[config.mk]
export PLATFORM = sky130hd
export DESIGN_NAME = seg7_scan_driver_flat
export DESIGN_NICKNAME = d
export VERILOG_FILES = /design/src/rtl/seg7_scan_driver_pkg.sv /design/src/rtl/seg7_scan_driver_if.sv /design/src/rtl/seg7_scan_driver_seg_digit_decode.sv /design/src/rtl/seg7_scan_driver.sv /design/src/flat_wrapper.sv
export SDC_FILE = /design/constraint.sdc
export NUM_CORES = 1
export LEC_CHECK = 0
export BUFFER_PORTS_ARGS = -buffer_cell sky130_fd_sc_hd__buf_4
export CORE_MARGIN = 2
export CORE_UTILIZATION = 58
export DETAILED_ROUTE_END_ITERATION = 6
export PLACE_DENSITY = 0.83
export SYNTH_ARGS = -nofsm -noshare
export SYNTH_HDL_FRONTEND = slang
export SYNTH_HIERARCHICAL = 1
export SYNTH_SLANG_ARGS = --single-unit
[constraint.sdc]
create_clock -name clk -period 2.9 [get_ports clk]
set_clock_uncertainty 0.1 [all_clocks]
set_input_delay 0.29 -clock clk [delete_from_list [all_inputs] [get_ports clk]]
set_output_delay 0.29 -clock clk [all_outputs]
set_load 0.05 [all_outputs]
[src/rtl/seg7_scan_driver_pkg.sv]
// Shared segment encoding for the 7-segment scan driver: code values, active-low a..g patterns, bit order.
// Pure constants; no latency, no backpressure.
package seg7_scan_driver_pkg;

    localparam int SEG_W      = 8;
    // seg[7:1] carries segments a..g (a in the MSB), seg[0] carries the decimal point
    localparam int SEG_BIT_A  = 7;
    localparam int SEG_BIT_DP = 0;

    localparam logic [3:0] CODE_DASH  = 4'd11;
    localparam logic [3:0] CODE_BLANK = 4'd15;

    localparam logic [6:0] SEG_0     = 7'b0000001;
    localparam logic [6:0] SEG_1     = 7'b1001111;
    localparam logic [6:0] SEG_2     = 7'b0010010;
    localparam logic [6:0] SEG_3     = 7'b0000110;
    localparam logic [6:0] SEG_4     = 7'b1001100;
    localparam logic [6:0] SEG_5     = 7'b0100100;
    localparam logic [6:0] SEG_6     = 7'b0100000;
    localparam logic [6:0] SEG_7     = 7'b0001111;
    localparam logic [6:0] SEG_8     = 7'b0000000;
    localparam logic [6:0] SEG_9     = 7'b0000100;
    localparam logic [6:0] SEG_DASH  = 7'b1111110;
    localparam logic [6:0] SEG_BLANK = 7'b1111111;

endpackage

[src/rtl/seg7_scan_driver_if.sv]
// Display data in (packed BCD, dp and blank masks, load strobe) and segment/anode pins out.
// Master drives the data, slave is the scan driver; load is always accepted, no backpressure.
interface seg7_scan_driver_if
    import seg7_scan_driver_pkg::*;
#(
    parameter int DIGITS = 4
);
    logic [4*DIGITS-1:0] bcd_in;
    logic [DIGITS-1:0]   dp_in;
    logic [DIGITS-1:0]   blank_in;
    logic                load;
    logic [SEG_W-1:0]    seg;
    logic [DIGITS-1:0]   an;
    logic                frame_done;

    modport master (
        output bcd_in, dp_in, blank_in, load,
        input  seg, an, frame_done
    );

    modport slave (
        input  bcd_in, dp_in, blank_in, load,
        output seg, an, frame_done
    );
endinterface

[src/rtl/seg7_scan_driver_seg_digit_decode.sv]
// Combinational code + dp + blank to active-low segment byte (a..g, dp).
// Zero latency, no backpressure.
module seg_digit_decode
    import seg7_scan_driver_pkg::*;
(
    input  logic [3:0]       code_i,
    input  logic             dp_i,
    input  logic             blank_i,
    output logic [SEG_W-1:0] seg_o
);
    logic [6:0] segs;

    always_comb begin
        case (code_i)
            4'd0:      segs = SEG_0;
            4'd1:      segs = SEG_1;
            4'd2:      segs = SEG_2;
            4'd3:      segs = SEG_3;
            4'd4:      segs = SEG_4;
            4'd5:      segs = SEG_5;
            4'd6:      segs = SEG_6;
            4'd7:      segs = SEG_7;
            4'd8:      segs = SEG_8;
            4'd9:      segs = SEG_9;
            CODE_DASH: segs = SEG_DASH;
            default:   segs = SEG_BLANK;
        endcase
        seg_o = '1;
        if (!blank_i) begin
            seg_o[SEG_BIT_A -: 7] = segs;
            seg_o[SEG_BIT_DP]     = ~dp_i;
        end
    end
endmodule

[src/rtl/seg7_scan_driver.sv]
// Tear-free multiplexed 7-segment driver; outputs registered (1 cycle after cnt/idx), load never stalled.
// SEG_LZ_SUPPRESS_EN enables leading-zero suppression on the displayed (shadow) data.
module seg7_scan_driver
    import seg7_scan_driver_pkg::*;
#(
    parameter int DIGITS   = 4,
    parameter int SCAN_DIV = 100000,
    parameter int DEAD_CYC = 4
) (
    input  logic              clk,
    input  logic              rst,
    seg7_scan_driver_if.slave bus
);
    localparam int CNT_W = $clog2(SCAN_DIV);
    localparam int IDX_W = (DIGITS > 1) ? $clog2(DIGITS) : 1;
    localparam logic [CNT_W-1:0]    CNT_LAST = CNT_W'(SCAN_DIV - 1);
    localparam logic [CNT_W-1:0]    CNT_DEAD = CNT_W'(DEAD_CYC);
    localparam logic [IDX_W-1:0]    IDX_LAST = IDX_W'(DIGITS - 1);
    localparam logic [4*DIGITS-1:0] BCD_RST  = {DIGITS{CODE_BLANK}};

    logic [CNT_W-1:0]    cnt_q, cnt_d;
    logic [IDX_W-1:0]    idx_q, idx_d;
    logic                pend_q, pend_d;
    logic [4*DIGITS-1:0] stg_bcd_q, stg_bcd_d, shd_bcd_q, shd_bcd_d;
    logic [DIGITS-1:0]   stg_dp_q, stg_dp_d, shd_dp_q, shd_dp_d;
    logic [DIGITS-1:0]   stg_blank_q, stg_blank_d, shd_blank_q, shd_blank_d;
    logic [SEG_W-1:0]    seg_q, seg_d;
    logic [DIGITS-1:0]   an_q, an_d;
    logic                fd_q, fd_d;

    logic             tick, boundary;
    logic [3:0]       cur_code, dec_code;
    logic [SEG_W-1:0] dec_seg;

    assign tick     = (cnt_q == CNT_LAST);
    assign boundary = tick && (idx_q == IDX_LAST);
    assign cur_code = shd_bcd_q[idx_q*4 +: 4];

`ifdef SEG_LZ_SUPPRESS_EN
    logic [DIGITS-1:0] lz_sup;

    // Walk from the most significant digit down; digit 0 is never a candidate.
    always_comb begin : lz_scan
        logic lead;
        lead   = 1'b1;
        lz_sup = '0;
        for (int i = DIGITS - 1; i >= 1; i--) begin
            if (lead && (shd_bcd_q[i*4 +: 4] == 4'd0)) lz_sup[i] = 1'b1;
            lead = lead && ((shd_bcd_q[i*4 +: 4] == 4'd0) || shd_blank_q[i]);
        end
    end

    assign dec_code = lz_sup[idx_q] ? CODE_BLANK : cur_code;
`else
    assign dec_code = cur_code;
`endif

    seg_digit_decode u_dec (
        .code_i  (dec_code),
        .dp_i    (shd_dp_q[idx_q]),
        .blank_i (shd_blank_q[idx_q]),
        .seg_o   (dec_seg)
    );

    always_comb begin
        cnt_d = tick ? '0 : cnt_q + 1'b1;
        idx_d = idx_q;
        if (tick) idx_d = (idx_q == IDX_LAST) ? '0 : idx_q + 1'b1;

        pend_d      = pend_q;
        stg_bcd_d   = stg_bcd_q;
        stg_dp_d    = stg_dp_q;
        stg_blank_d = stg_blank_q;
        shd_bcd_d   = shd_bcd_q;
        shd_dp_d    = shd_dp_q;
        shd_blank_d = shd_blank_q;
        // Commit uses the staging contents from before any same-cycle load.
        if (boundary && pend_q) begin
            shd_bcd_d   = stg_bcd_q;
            shd_dp_d    = stg_dp_q;
            shd_blank_d = stg_blank_q;
            pend_d      = 1'b0;
        end
        if (bus.load) begin
            stg_bcd_d   = bus.bcd_in;
            stg_dp_d    = bus.dp_in;
            stg_blank_d = bus.blank_in;
            pend_d      = 1'b1;
        end

        if (cnt_q < CNT_DEAD) begin
            an_d  = '1;
            seg_d = '1;
        end else begin
            an_d  = ~(DIGITS'(1) << idx_q);
            seg_d = dec_seg;
        end
        fd_d = boundary;
    end

    always_ff @(posedge clk or posedge rst) begin
        if (rst) begin
            cnt_q       <= '0;
            idx_q       <= '0;
            pend_q      <= 1'b0;
            stg_bcd_q   <= BCD_RST;
            stg_dp_q    <= '0;
            stg_blank_q <= '1;
            shd_bcd_q   <= BCD_RST;
            shd_dp_q    <= '0;
            shd_blank_q <= '1;
            seg_q       <= '1;
            an_q        <= '1;
            fd_q        <= 1'b0;
        end else begin
            cnt_q       <= cnt_d;
            idx_q       <= idx_d;
            pend_q      <= pend_d;
            stg_bcd_q   <= stg_bcd_d;
            stg_dp_q    <= stg_dp_d;
            stg_blank_q <= stg_blank_d;
            shd_bcd_q   <= shd_bcd_d;
            shd_dp_q    <= shd_dp_d;
            shd_blank_q <= shd_blank_d;
            seg_q       <= seg_d;
            an_q        <= an_d;
            fd_q        <= fd_d;
        end
    end

    assign bus.seg        = seg_q;
    assign bus.an         = an_q;
    assign bus.frame_done = fd_q;
endmodule

[src/flat_wrapper.sv]
// flat-port wrapper written by rule: the top's interface ports become plain ports
module seg7_scan_driver_flat import seg7_scan_driver_pkg::*;
#(
    parameter int DIGITS   = 4,
    parameter int SCAN_DIV = 100000,
    parameter int DEAD_CYC = 4
)
  (clk, rst, bus_bcd_in, bus_dp_in, bus_blank_in, bus_load, bus_seg, bus_an, bus_frame_done);
  seg7_scan_driver_if #(.DIGITS(DIGITS)) bus_i ();
  input  logic clk;
  input  logic rst;
  input wire logic [$bits(bus_i.bcd_in)-1:0] bus_bcd_in;
  input wire logic [$bits(bus_i.dp_in)-1:0] bus_dp_in;
  input wire logic [$bits(bus_i.blank_in)-1:0] bus_blank_in;
  input wire logic [$bits(bus_i.load)-1:0] bus_load;
  output wire logic [$bits(bus_i.seg)-1:0] bus_seg;
  output wire logic [$bits(bus_i.an)-1:0] bus_an;
  output wire logic [$bits(bus_i.frame_done)-1:0] bus_frame_done;
  assign bus_i.bcd_in = bus_bcd_in;
  assign bus_i.dp_in = bus_dp_in;
  assign bus_i.blank_in = bus_blank_in;
  assign bus_i.load = bus_load;
  assign bus_seg = bus_i.seg;
  assign bus_an = bus_i.an;
  assign bus_frame_done = bus_i.frame_done;
  seg7_scan_driver #(.DIGITS(DIGITS), .SCAN_DIV(SCAN_DIV), .DEAD_CYC(DEAD_CYC)) u_core (.clk(clk), .rst(rst), .bus(bus_i));
endmodule
# Word-level counts from Yosys, hierarchy flattened
# Memories as Yosys holds them, arrays and structs flattened.
# Cells that the tools add are included.
# totals
ff_bits	81
wordCells	37
rom_bits	112
input_bits	27
n_memories	1
# classes
n_addsub	2
muxes	11
n_bitwise	2
n_eq_ne	2
shift	2
n_lt_le_gt_ge	2
reduce_logical	3
# memory_table
memory	depth	width	rd	rd_ports_with_merged_regs	wr	line	source
(no name shown)	16	7	1	0	0	seg7_scan_driver_seg_digit_decode.sv:14	case (code_i)
# op_table
operator	n
adder 17 x 1 -> 17 bit, second input constant	1
equality test 17 bit, second input constant	1
< comparator 17 x 3 -> 1 bit, second input constant	1
two-way mux 17 bit	1
two-way mux 8 bit	2
variable part select 16 x 5 -> 4 bit	1
binary-select mux 1 bit (select 2 bit)	2
two-way mux 1 bit	4
two-way mux 4 bit	1
inverter 4 bit	1
<< shifter 1 x 2 -> 4 bit, first input constant	1
< comparator 2 x 3 -> 1 bit, second input constant	1
adder 2 x 1 -> 2 bit, second input constant	1
equality test 2 bit, second input constant	1
logical AND 1 bit	2
two-way mux 2 bit	1
nonzero test 2 bit	1
inverter 1 bit	1

# Logic depth before layout (Yosys ltp)
# logic_depth
ltp_word	5
ltp_mapped	8
depth_no_buf	7

# By module
# Netlist, hierarchy kept.
# modules_own_cells
mod	area_per_inst_um2	n_inst	cells_each
seg7_scan_driver	3473.3	1	233
seg_digit_decode	246.5	1	36

# Worst setup path before layout
# OpenSTA, ideal clock, no wires.
# synth_path
path_kind	reg-to-reg
start	reg u_core.idx_q[0]
end	reg u_core.seg_q[4] (netlist: u_core/bus.seg[4])
t_arrival_ns	2.015
stages_incl_launch_ff	8
path_slack_ns	0.721
n_path_buf	1
cell_sequence	dfrtp_1 clkbuf_1 mux4_2 inv_1 ha_1 nor3b_2 a21oi_1 nand2b_1
# synth_via
elab_chain_len	4
elab_cells_between_ends	6
cone_classes	shift (1); mux (4); memory (1)
# synth_lines
element	line	source
start, declared	seg7_scan_driver.sv:22	logic [IDX_W-1:0] idx_q, idx_d;
start signal, assigned	seg7_scan_driver.sv:117	idx_q <= idx_d;
variable part select 16 x 5 -> 4 bit	seg7_scan_driver.sv:37	assign cur_code = shd_bcd_q[idx_q*4 +: 4];
via u_core.cur_code[1]	seg7_scan_driver.sv:32	logic [3:0] cur_code, dec_code;
memory (16 x 7 bit)	--	
two-way mux 8 bit	seg7_scan_driver_seg_digit_decode.sv:29	if (!blank_i) begin
via u_core.dec_seg[4]	seg7_scan_driver.sv:33	logic [SEG_W-1:0] dec_seg;
two-way mux 8 bit	seg7_scan_driver.sv:91	if (cnt_q < CNT_DEAD) begin
via u_core.seg_d[4]	seg7_scan_driver.sv:27	logic [SEG_W-1:0] seg_q, seg_d;
end signal, assigned	seg7_scan_driver.sv:125	seg_q <= seg_d;
end, declared	seg7_scan_driver.sv:27	
# The timed path passes the listed nets, and every way through them passes these cells. The select of a mux whose other input is x is not followed.
# A chain may end at the register's enable or synchronous reset.

# Worst setup path after layout
# layout_path
start	reg u_core.cnt_q[14]
end	reg u_core.shd_dp_q[2]
# layout_via
elab_chain_len	3
# layout_lines
element	line	source
start, declared	seg7_scan_driver.sv:21	logic [CNT_W-1:0] cnt_q, cnt_d;
start signal, assigned	seg7_scan_driver.sv:116	cnt_q <= cnt_d;
equality test 17 bit	seg7_scan_driver.sv:35	assign tick = (cnt_q == CNT_LAST);
logical AND 1 bit	seg7_scan_driver.sv:36	assign boundary = tick && (idx_q == IDX_LAST);
logical AND 1 bit	seg7_scan_driver.sv:78	if (boundary && pend_q) begin
end signal, assigned	seg7_scan_driver.sv:123	shd_dp_q <= shd_dp_d;
end, declared	seg7_scan_driver.sv:25	logic [DIGITS-1:0] stg_dp_q, stg_dp_d, shd_dp_q, shd_dp_d;
# Every way passes these cells.

==> results.cfg <==
[cts]
post_cts_buffers = 0
ctsHoldBuffers = 0
path_clk_slew_ps = 80
clk_path_buf_depth = 2
postCtsResizedCells = 0
insertion_delay_ps = 340
cts-root-buf = clkbuf_8
cts_sinks = 81
tritoncts = yes
htreeDepth = 3
cts_buffers = 9

[worst_setup_path]
critical_path_arrival_ps = 2410
rr_worst_depth = 5
path_class = flip-flop to flip-flop
cp_cell_sequence = or4_4 > nor4_4 > nand4_4 > buf_4 > mux2_4
crit_slowest_cell = or4_4
timing.rr.start = u_core/cnt_q[14]
critPathCaptureType = flip-flop
start_kind = flip-flop
critPathTopFamily = simple AND/OR/NAND/NOR gates
cp_max_fo = 24
rr_endpoint = u_core/shd_dp_q[2]
worst-path-buf-inv = 1
rrSetupSlack_ps = 620
crit_required_ps = 3030
max_stage_delay_ps = 560

[layout]
drive_above_1_share_pct = 53.5
layout.nets = 349
stdcell_area_sq_um = 4290
register_area_sq_um = 2090
multi_input_area_sq_um = 1530
syn_to_final_growth_pct = 15.3
fillCellCount = 461
antenna_cells = 0

[timing]
finalMaxSlewViolations = 0
worst_slack_ps = 622
setup_violations = 0
post-route-period-util_pct = 78.5
max_freq_mhz = 439
slew-limit-headroom_pct = 48.1
hold_viol = 10
finalCriticalPeriod_ps = 2280
finalHoldWorstSlack_ps = -8.99
worst-slew-pin-transition_ps = 777
tns_ps = 0
grt_setup_unrepaired = no

[synthesis]
synth_area_sq_um = 3720
ys_types = 37
synthTopCellsByArea = dfstp_2 (37%), dfrtp_1 (20%), mux2_2 (8.5%), mux2_4 (8.1%), ha_1 (3.7%)
seq_area_frac_synth_pct = 56.2
synthCells = 269
syn-num-nets = 307
synth_edf_count = 0
ys_async_sr_fraction_pct = 100
yosys_warnings = 6
ys.flop_type = dfstp_2
syn_area_per_cell_sq_um = 13.8
synth_top_area_cell = dfstp_2
synth_top_cells_by_count = dfstp_2 (52), dfrtp_1 (29), mux2_2 (28), mux2_4 (20), nor2_1 (14)
synth_top_cell_area_share_pct = 36.7
synth_most_common_cell = dfstp_2
ys_ff_latch = 81

[route]
first_pass_iters = 4
drt_iter0_drc = 115
num_vias = 2131
wl_per_cell_microns = 15.0
wl_microns = 5890
via_per_inst = 5.42
drc = 0
drtAntennaViolNets = 0

[global_route]
grt_usage_pct = 18.5
antenna_found_initial = 0
gr-total-overflow = 0
gr-usage-met3_pct = 4.85
grt-busiest-layer = met1
grt_use_met1_pct = 27.4
met2_usage_pct = 26.7
grt_start_max_net_pins = 46
grt_pass1_wl_microns = 10300
grt_pass1_vias = 2122

[place]
hpwl_microns = 4120
routabilityCongestion = 0.874
placed_area_sq_um = 4080
dp_slack_ps = 644
placement.io_buffers = 39

[floorplanning]
die_w_microns = 84.1
initial_core_util_pct = 59.3
die_area_sq_um = 7070
core.rowCount = 29
core_sq_um = 6280
num_io_pins = 40
die_h_microns = 84.1

[pwr]
p_leak_nw = 1.91
p_comb_share_pct = 4.5
power.density_nw_per_um2 = 503
switching_share_pct = 20.8
ir_drop_mv = 0.394
p_clk_share_pct = 39.7
intPower_mw = 1.71
switchingPower_mw = 0.450
power_frac_seq_pct = 55.8

[job]
maxCapViolations = 0

[min_path]
min_path_type = primary input to asynchronous set/reset pin

[status]
violations = negative hold slack
status = finished, violations left
[worst max-delay path by stage]
stage / cells after the start / start / end
floorplan: 1 / rst / u_core/bus.frame_done
global placement: 5 / u_core/cnt_q[14] / u_core/shd_dp_q[2]
detailed placement: 5 / u_core/cnt_q[14] / u_core/shd_dp_q[3]
CTS: 5 / u_core/cnt_q[14] / u_core/shd_dp_q[3]
global route: 6 / u_core/idx_q[0] / u_core/bus.seg[4]
finish: 5 / u_core/cnt_q[14] / u_core/shd_dp_q[2]
[sequential cells by signal (all words and copies together), names as in the netlist]
| signal | count |
|---|---|
| u_core/bus.an | 4 |
| u_core/bus.frame_done | 1 |
| u_core/bus.seg | 8 |
| u_core/cnt_q | 17 |
| u_core/idx_q | 2 |
| u_core/pend_q | 1 |
| u_core/shd_bcd_q | 16 |
| u_core/shd_blank_q | 4 |
| u_core/shd_dp_q | 4 |
| u_core/stg_bcd_q | 16 |
| u_core/stg_blank_q | 4 |
| u_core/stg_dp_q | 4 |
[routing by layer]
metal  vias up  share of wire (%)
met5         -                  0
met4         0                1.2
met3         6                4.2
met2        40                 46
met1      1063                 48
li1       1022                  -
[area by class of cell]
type | instances | area share, %
repair buffers | 41 | 7.47
clock buffers | 12 | 3.85
well taps | 77 | 2.25
multi-input cells | 169 | 35.7
flip-flops and latches | 81 | 48.8
clock inverters | 4 | 1.17
inverters | 9 | 0.787
[power groups by stage]
| stage | Clock [mW] | Sequential (mW) | Combinational (mW) |
|---|---|---|---|
| floorplan | 0 | 1.22 | 0.0588 |
| CTS | 0.879 | 1.21 | 0.0989 |
| finish | 0.857 | 1.20 | 0.0963 |
| detailed placement | 0 | 1.23 | 0.0987 |
| global route | 0.930 | 1.21 | 0.108 |
| global placement | 0 | 1.22 | 0.0948 |
[cell families (layout without fill, tap and decap cells)]
family	after synthesis	in the layout	synth area share, %
buf+inv	19	66	2.56
flops	81	81	56.2
compound gates	19	19	2.79
mux	54	54	20.2
fa+ha+maj	11	11	3.70
simple gates	72	72	11.5
xor+xnor	13	13	3.06
[worst register-to-register path, stage by stage (launching register included)]
cell and delay [ps]:
dfrtp_1 430, or4_4 560, nor4_4 320, nand4_4 120, buf_4 280, mux2_4 350
[metrics by stage]
stage / hold slack [ps] / util, % / power [mW] / instances
after CTS: 13.7 / 68.3 / 2.18 / 393
after global placement: 385 / 64.9 / 1.32 / 377
after global routing: 56.4 / 68.3 / 2.25 / 393
after detailed placement: 389 / 64.9 / 1.32 / 377
after floorplan: 342 / - / 1.27 / 269
final: -8.99 / 68.3 / 2.16 / 393
[placed cells by master (no fill, tap or decap), drive strengths merged, types with 3 or more instances in the layout]
cell / Yosys / final
dfstp: 52 / 52
mux4: 6 / 6
xnor2: 5 / 5
inv: 9 / 9
o21ai: 7 / 7
nand2b: 13 / 13
ha: 11 / 11
nand3: 8 / 8
a21oi: 8 / 8
xor2: 8 / 8
nor3: 4 / 4
mux2: 48 / 48
nor2: 14 / 14
and4: 3 / 3
buf: 6 / 41
nor2b: 3 / 3
nor4: 3 / 3
nand2: 12 / 12
clkbuf: 4 / 12
nand4: 5 / 5
dfrtp: 29 / 29
(Power assumes the default switching activity.)
